### config.mk
export PLATFORM = sky130hd
export DESIGN_NAME = alu_arith
export DESIGN_NICKNAME = d
export VERILOG_FILES = /design/src/rtl/alu_arith.sv
export SDC_FILE = /design/constraint.sdc
export NUM_CORES = 1
export LEC_CHECK = 0
export BUFFER_PORTS_ARGS = -buffer_cell sky130_fd_sc_hd__buf_2
export CAP_MARGIN = 20
export CELL_PAD_IN_SITES_DETAIL_PLACEMENT = 1
export CELL_PAD_IN_SITES_GLOBAL_PLACEMENT = 1
export CORE_AREA = 2 2 217 219
export DETAILED_ROUTE_END_ITERATION = 7
export DIE_AREA = 0 0 219 221
export GPL_TIMING_DRIVEN = 1
export PLACE_DENSITY_LB_ADDON = 0.2
export SLEW_MARGIN = 20
export SYNTH_ARGS = -nofsm -noshare
export SYNTH_HDL_FRONTEND = slang
export SYNTH_SLANG_ARGS = --single-unit
### constraint.sdc
create_clock -name clk -period 3.5 [get_ports clk]
set_clock_uncertainty 0.1 [all_clocks]
set_input_delay 0.7 -clock clk [delete_from_list [all_inputs] [get_ports clk]]
set_output_delay 0.7 -clock clk [all_outputs]
set_load 0.1 [all_outputs]
### src/rtl/alu_arith.sv
// alu_arith: 32-bit add/sub/signed-compare unit, registered result (1 cycle).
// Ports: clk, rst_n (sync, active-low), in1/in2 operands, crtlSig op select,
//   out/cout/overflow registered; adder_out, diff, s*_out, logical_32_out,
//   mux_0..4_out are combinational debug taps, live only when ALU_DEBUG_TAPS_EN
//   is defined (tied to 0 otherwise).
module alu_arith #(
  parameter int WIDTH = 32
) (
  input  logic             clk,
  input  logic             rst_n,
  input  logic [WIDTH-1:0] in1,
  input  logic [WIDTH-1:0] in2,
  input  logic [3:0]       crtlSig,
  output logic [WIDTH-1:0] out,
  output logic             cout,
  output logic             overflow,
  output logic [WIDTH-1:0] adder_out,
  output logic [WIDTH-1:0] diff,
  output logic [WIDTH-1:0] seq_out,
  output logic [WIDTH-1:0] sne_out,
  output logic [WIDTH-1:0] slt_out,
  output logic [WIDTH-1:0] sgt_out,
  output logic [WIDTH-1:0] sle_out,
  output logic [WIDTH-1:0] sge_out,
  output logic [WIDTH-1:0] logical_32_out,
  output logic [WIDTH-1:0] mux_0_out,
  output logic [WIDTH-1:0] mux_1_out,
  output logic [WIDTH-1:0] mux_2_out,
  output logic [WIDTH-1:0] mux_3_out,
  output logic [WIDTH-1:0] mux_4_out
);

  localparam int MSB = WIDTH - 1;

  logic [WIDTH:0]   sum;
  logic [WIDTH:0]   sub;
  logic             add_ovf;
  logic             sub_ovf;
  logic             lt;
  logic             eq;
  logic             gt;
  logic             seq;
  logic             sne;
  logic             slt;
  logic             sgt;
  logic             sle;
  logic             sge;
  logic             mux_0;
  logic             mux_1;
  logic             mux_2;
  logic             mux_3;
  logic             mux_4;
  logic             is_add;
  logic             is_sub;
  logic             is_cmp;
  logic [WIDTH-1:0] out_nxt;
  logic             cout_nxt;
  logic             ovf_nxt;

  assign sum = {1'b0, in1} + {1'b0, in2};
  // Subtract as in1 + ~in2 + 1 so the carry-out means "no borrow".
  assign sub = {1'b0, in1} + {1'b0, ~in2} + {{WIDTH{1'b0}}, 1'b1};

  assign add_ovf = (in1[MSB] == in2[MSB]) && (sum[MSB] != in1[MSB]);
  assign sub_ovf = (in1[MSB] != in2[MSB]) && (sub[MSB] != in1[MSB]);

  // Signed less-than: sign of the difference, corrected on overflow.
  assign lt = sub[MSB] ^ sub_ovf;
  assign eq = (in1 == in2);
  assign gt = !lt && !eq;

  assign seq = eq;
  assign sne = !eq;
  assign slt = lt;
  assign sgt = gt;
  assign sle = lt | eq;
  assign sge = !lt;

  assign mux_0 = crtlSig[3] ? sne : seq;
  assign mux_1 = crtlSig[3] ? sle : slt;
  assign mux_2 = crtlSig[3] ? sge : sgt;
  assign mux_3 = crtlSig[2] ? mux_1 : mux_2;
  assign mux_4 = (crtlSig[2:1] == 2'b00) ? mux_0 : mux_3;

  assign is_add = (crtlSig == 4'b0000);
  assign is_sub = (crtlSig == 4'b1000);
  assign is_cmp = crtlSig[0] && (crtlSig[2:1] != 2'b11);

  always_comb begin
    out_nxt  = '0;
    cout_nxt = 1'b0;
    ovf_nxt  = 1'b0;
    unique case (1'b1)
      is_add: begin
        out_nxt  = sum[MSB:0];
        cout_nxt = sum[WIDTH];
        ovf_nxt  = add_ovf;
      end
      is_sub: begin
        out_nxt  = sub[MSB:0];
        cout_nxt = sub[WIDTH];
        ovf_nxt  = sub_ovf;
      end
      is_cmp: begin
        out_nxt = {{(WIDTH-1){1'b0}}, mux_4};
      end
      default: begin
        out_nxt  = '0;
        cout_nxt = 1'b0;
        ovf_nxt  = 1'b0;
      end
    endcase
  end

  always_ff @(posedge clk) begin
    if (!rst_n) begin
      out      <= '0;
      cout     <= 1'b0;
      overflow <= 1'b0;
    end else begin
      out      <= out_nxt;
      cout     <= cout_nxt;
      overflow <= ovf_nxt;
    end
  end

`ifdef ALU_DEBUG_TAPS_EN
  assign adder_out      = sum[MSB:0];
  assign diff           = sub[MSB:0];
  assign seq_out        = {{(WIDTH-1){1'b0}}, seq};
  assign sne_out        = {{(WIDTH-1){1'b0}}, sne};
  assign slt_out        = {{(WIDTH-1){1'b0}}, slt};
  assign sgt_out        = {{(WIDTH-1){1'b0}}, sgt};
  assign sle_out        = {{(WIDTH-1){1'b0}}, sle};
  assign sge_out        = {{(WIDTH-1){1'b0}}, sge};
  assign mux_0_out      = {{(WIDTH-1){1'b0}}, mux_0};
  assign mux_1_out      = {{(WIDTH-1){1'b0}}, mux_1};
  assign mux_2_out      = {{(WIDTH-1){1'b0}}, mux_2};
  assign mux_3_out      = {{(WIDTH-1){1'b0}}, mux_3};
  assign mux_4_out      = {{(WIDTH-1){1'b0}}, mux_4};
  assign logical_32_out = {{(WIDTH-1){1'b0}}, mux_4};
`else
  assign adder_out      = '0;
  assign diff           = '0;
  assign seq_out        = '0;
  assign sne_out        = '0;
  assign slt_out        = '0;
  assign sgt_out        = '0;
  assign sle_out        = '0;
  assign sge_out        = '0;
  assign mux_0_out      = '0;
  assign mux_1_out      = '0;
  assign mux_2_out      = '0;
  assign mux_3_out      = '0;
  assign mux_4_out      = '0;
  assign logical_32_out = '0;
`endif

endmodule

Word level (Yosys, flattened, before mapping)
Cells that the tools add are included.
{"block": "word_totals", "in_bits": 70, "regBits": 34, "word_cells": 32}
{"block": "classes", "n_reduce_logical": 8, "eq_ne": 7, "bitwise": 3, "mux": 8, "n_addsub": 3}
{"op": "$pmux W32 S3", "count": 1}
{"op": "$add A32 B32 Y33", "count": 2}
{"op": "$add A33 B1 Y33 const B", "count": 1}
{"op": "$eq A32 B32 Y1", "count": 1}
{"op": "$not A32 Y32", "count": 1}
{"op": "$mux W1", "count": 5}
{"op": "$eq A4 B4 Y1 const B", "count": 1}
{"op": "$logic_and A1 B1 Y1", "count": 4}
{"op": "$logic_not A4 Y1", "count": 1}
{"op": "$pmux W1 S2", "count": 2}
{"op": "$ne A1 B1 Y1", "count": 3}
{"op": "$logic_not A1 Y1", "count": 2}
{"op": "$logic_not A2 Y1", "count": 1}
{"op": "$ne A2 B2 Y1 const B", "count": 1}
{"op": "$eq A1 B1 Y1", "count": 1}
{"op": "$or A1 B1 Y1", "count": 1}
{"op": "$xor A1 B1 Y1", "count": 1}

Depth between registers and ports, before layout
{"block": "depth", "word_depth": 12, "ltp_mapped": 15, "depth_no_buf": 14}

Worst setup path before layout
Ideal clock, no wire load.
{"block": "synth_path", "path_type": "input to register", "startpoint": "in in2[20]", "endpoint": "reg overflow", "setup_slack_ps": -312, "path_stages": 14, "setup_time_ps": 86, "t_arrival_ps": 3626, "path_buffers": 0, "cell_sequence": "inv_1 ha_1 a21oi_1 o21ai_0 o311a_1 or3_1 o21ai_1 o221ai_1 a21o_1 a21o_1 fa_1 nor3_1 a31oi_1 a221oi_2"}
{"block": "synth_between", "elab_chain_len": 6}
{"element": "start: declaration", "line": "12", "rtl": "input logic [WIDTH-1:0] in2,"}
{"element": "$not A32 Y32", "line": "62", "rtl": "assign sub = {1'b0, in1} + {1'b0, ~in2} + {{WIDTH{1'b0}}, 1'b1};"}
{"element": "$add A32 B32 Y33", "line": "62"}
{"element": "$add A33 B1 Y33", "line": "62"}
{"element": "$ne A1 B1 Y1", "line": "65", "rtl": "assign sub_ovf = (in1[MSB] != in2[MSB]) && (sub[MSB] != in1[MSB]);"}
{"element": "$logic_and A1 B1 Y1", "line": "65"}
{"element": "$pmux W1 S2 *", "line": "93", "rtl": "unique case (1'b1)"}
{"element": "end signal: assignment", "line": "123", "rtl": "overflow <= ovf_nxt;"}
{"element": "end: declaration", "line": "16", "rtl": "output logic overflow,"}
Mark *: on every way between the ends. The rest lies on a longest branch, timed or not.
A chain may end at the register's enable or synchronous reset.

Worst setup path after layout
{"block": "layout_path", "startpoint": "in in1[16]", "endpoint": "reg overflow"}
{"block": "layout_between", "elab_chain_len": 5}
{"element": "start: declaration", "line": "11", "rtl": "input logic [WIDTH-1:0] in1,"}
{"element": "$add A32 B32 Y33", "line": "62"}
{"element": "$add A33 B1 Y33", "line": "62"}
{"element": "$ne A1 B1 Y1", "line": "65"}
{"element": "$logic_and A1 B1 Y1", "line": "65"}
{"element": "$pmux W1 S2 *", "line": "93"}
Marked as above.

==> flow_summary.json <==
{
  "worstSetupEndpointType": "register",
  "numCtsBuffers": 5,
  "worstPathMaxFanout": 3,
  "avgSynthCellArea_um2": 7.41,
  "ant_nets": 0,
  "cts_tree": "yes",
  "netlist_area_um2": 8320,
  "placed_cells": 1934,
  "crit_type": "in2reg",
  "synth_edf_count": 0,
  "drtIter0Drc": 183,
  "cp-startpoint": "in1[16]",
  "ir_worst_vdd_mv": 0.315,
  "synth_area_leaders": "buf_4 41%, ha_1 9.6%, dfxtp_1 8.2%",
  "critPathLaunchType": "input port",
  "grt_pass1_vias": 6902,
  "place_hpwl_um": 23400,
  "status": "complete, but fails checks",
  "die_y_um": 221,
  "path_clk_slew_ps": 60,
  "vias_per_cell": 3.45,
  "clockBufferDepth": 2,
  "dr.pass1.iters": 4,
  "die-area_um2": 48400,
  "num-fill-cells": 5811,
  "timing.fmax_mhz": 285,
  "worst_hold_path_type": "in2reg",
  "ys_seq_area_frac": 0.0818,
  "wirelength_um": 26600,
  "postCtsHoldBufs": 0,
  "drv_cap": 0,
  "report.final.setup_viol": 1,
  "async_flop_share": 0,
  "finalNetCount": 1474,
  "report.final.hold_viol_count": 0,
  "fin_crit_ps": 3510,
  "gp_congestion": 0.776,
  "timing.final.crit_share": 1.00,
  "yosys_warnings": 0,
  "yosysTopAreaCell": "buf_4",
  "route.detailed.drc": 0,
  "grt_max_degree": 37,
  "netlist_instances": 1122,
  "slew_violations": 0,
  "cts.sinks": 34,
  "yosys-top-cells-count": "453 x buf_4, 71 x a21oi_1, 68 x nor2_1",
  "num_io_pins": 552,
  "synth-seq-cells": 34,
  "n_antenna_cell": 0,
  "grt-ovfl-total": 0,
  "worst_pin_slew_ps": 723,
  "powerDensity_nw_per_um2": 452,
  "total_leakage_power_nw": 4.83,
  "antenna_found_initial": 5,
  "critPathRequiredTime_ps": 3560,
  "rsz0062_at_grt": "true",
  "synth_flop_cell": "dfxtp_1",
  "maxSlewHeadroom": 0.517,
  "start_util": 0.181,
  "fin_cells": 1944,
  "htree_num_levels": 2,
  "cp.arrival_ps": 3570,
  "area_growth_pct": 10.5,
  "grt_pass1_wl_um": 40000,
  "root_buffer": "clkbuf_16",
  "num_vias": 6714,
  "track_usage": 0.104,
  "drive_gt1_frac": 0.239,
  "io_buffer_count": 103,
  "core_area_um2": 46100,
  "ys_types": 90,
  "synth_top_area_share": 0.409,
  "die_w_um": 219,
  "synth_most_common_cell": "buf_4",
  "num_rows": 79,
  "wire_per_inst_um": 13.7,
  "dp_slack_ps": -593,
  "violations": "setup timing",
  "cp-endpoint": "overflow",
  "setup_ws_ps": -10.7
}
[layer usage]
metal	vias up	wire, µm	global-route usage
met5	-	59	0
met4	10	145	0.00937
met3	19	1370	0.0151
met2	254	13500	0.188
met1	3132	11600	0.134
li1	3299	-	-
[cell families (layout without fill, tap and decap cells)]
family | Yosys count | count (layout) | synth area share
AND/OR/NAND/NOR | 216 | 216 | 0.133
XOR/XNOR | 19 | 19 | 0.0200
other | 1 | 448 | 0.000451
buffers and inverters | 552 | 320 | 0.464
flip-flops | 34 | 34 | 0.0818
multiplexers | 10 | 10 | 0.0120
AO/OA/AOI/OAI | 222 | 222 | 0.184
adder cells (fa/ha/maj) | 68 | 68 | 0.105
[what timing repair did]
| item | 4_1_cts | 5_1_grt |
|---|---|---|
| gates cloned | 0 | 0 |
| setup endpoints to repair | 3 | 9 |
| gates resized for setup | 18 | 30 |
| buffers inserted | 1 | 2 |
| pin swaps | 2 | 8 |
[sequential cells by signal (all words and copies together) (netlist names)]
signal	cells
overflow	1
cout	1
out	32
[power breakdown]
| group | switching (W) | leakage (nW) | internal, W | total [W] |
|---|---|---|---|---|
| Combinational | 0.00273 | 4.47 | 0.000484 | 0.00321 |
| Sequential | 0.00000351 | 0.275 | 0.000398 | 0.000402 |
| Clock | 0.000188 | 0.0829 | 0.000352 | 0.000540 |
| Total | 0.00292 | 4.83 | 0.00123 | 0.00415 |
[per-stage QoR]
stage / utilization / total power [W] / setup TNS [ps] / instance area (µm²) / hold WS [ps]
3_5_place_dp: 0.191 / 0.00357 / -3600 / 8790 / 859
5_1_grt: 0.200 / 0.00433 / -136 / 9190 / 572
4_1_cts: 0.197 / 0.00415 / -22.1 / 9060 / 547
6_report: 0.200 / 0.00415 / -10.7 / 9190 / 557
3_3_place_gp: 0.191 / 0.00357 / -3450 / 8790 / 844
2_1_floorplan: - / 0.00353 / -105 / 10100 / 690
[area by class of cell]
cell class | count | area, µm² | area share
Clock buffer | 6 | 139 | 0.0151
Inverter | 65 | 259 | 0.0282
Clock inverter | 1 | 30.0 | 0.00327
Timing Repair Buffer | 248 | 1640 | 0.178
Tap cell | 607 | 759 | 0.0826
Multi-Input combinational cell | 983 | 5680 | 0.618
Sequential cell | 34 | 681 | 0.0740
[critical path, cell delays in order]
cell,delay (ps)
buf_2,130
ha_4,270
a21oi_4,140
nor2_2,60
o311a_1,350
or3_4,400
o21ai_4,160
o221ai_2,100
a21o_1,180
a21o_1,160
fa_2,570
nor3_2,40
a31oi_1,220
a221oi_2,90
[layout by cell type, fill, tap and decap left out, types with 15 or more instances in the layout]
cell type,count
a21oi_1,65
buf_2,99
buf_4,143
conb_1,448
dfxtp_1,34
ha_1,55
inv_1,56
nand2_1,32
nand2b_1,17
nand3_1,16
nor2_1,67
nor3_1,20
o21ai_0,30
xnor2_1,15
[worst min-delay path by stage]
stage               slack (ps)       start  cells past startpoint        to
floorplan                  690     in1[31]                      1  overflow
global placement           840  crtlSig[0]                      2    out[0]
global route               570  crtlSig[0]                      2    out[0]
CTS                        550  crtlSig[0]                      2    out[0]
detailed placement         860  crtlSig[0]                      2    out[0]
finish                     560  crtlSig[0]                      2    out[0]
Note: power is estimated with default switching activity, not from simulation.
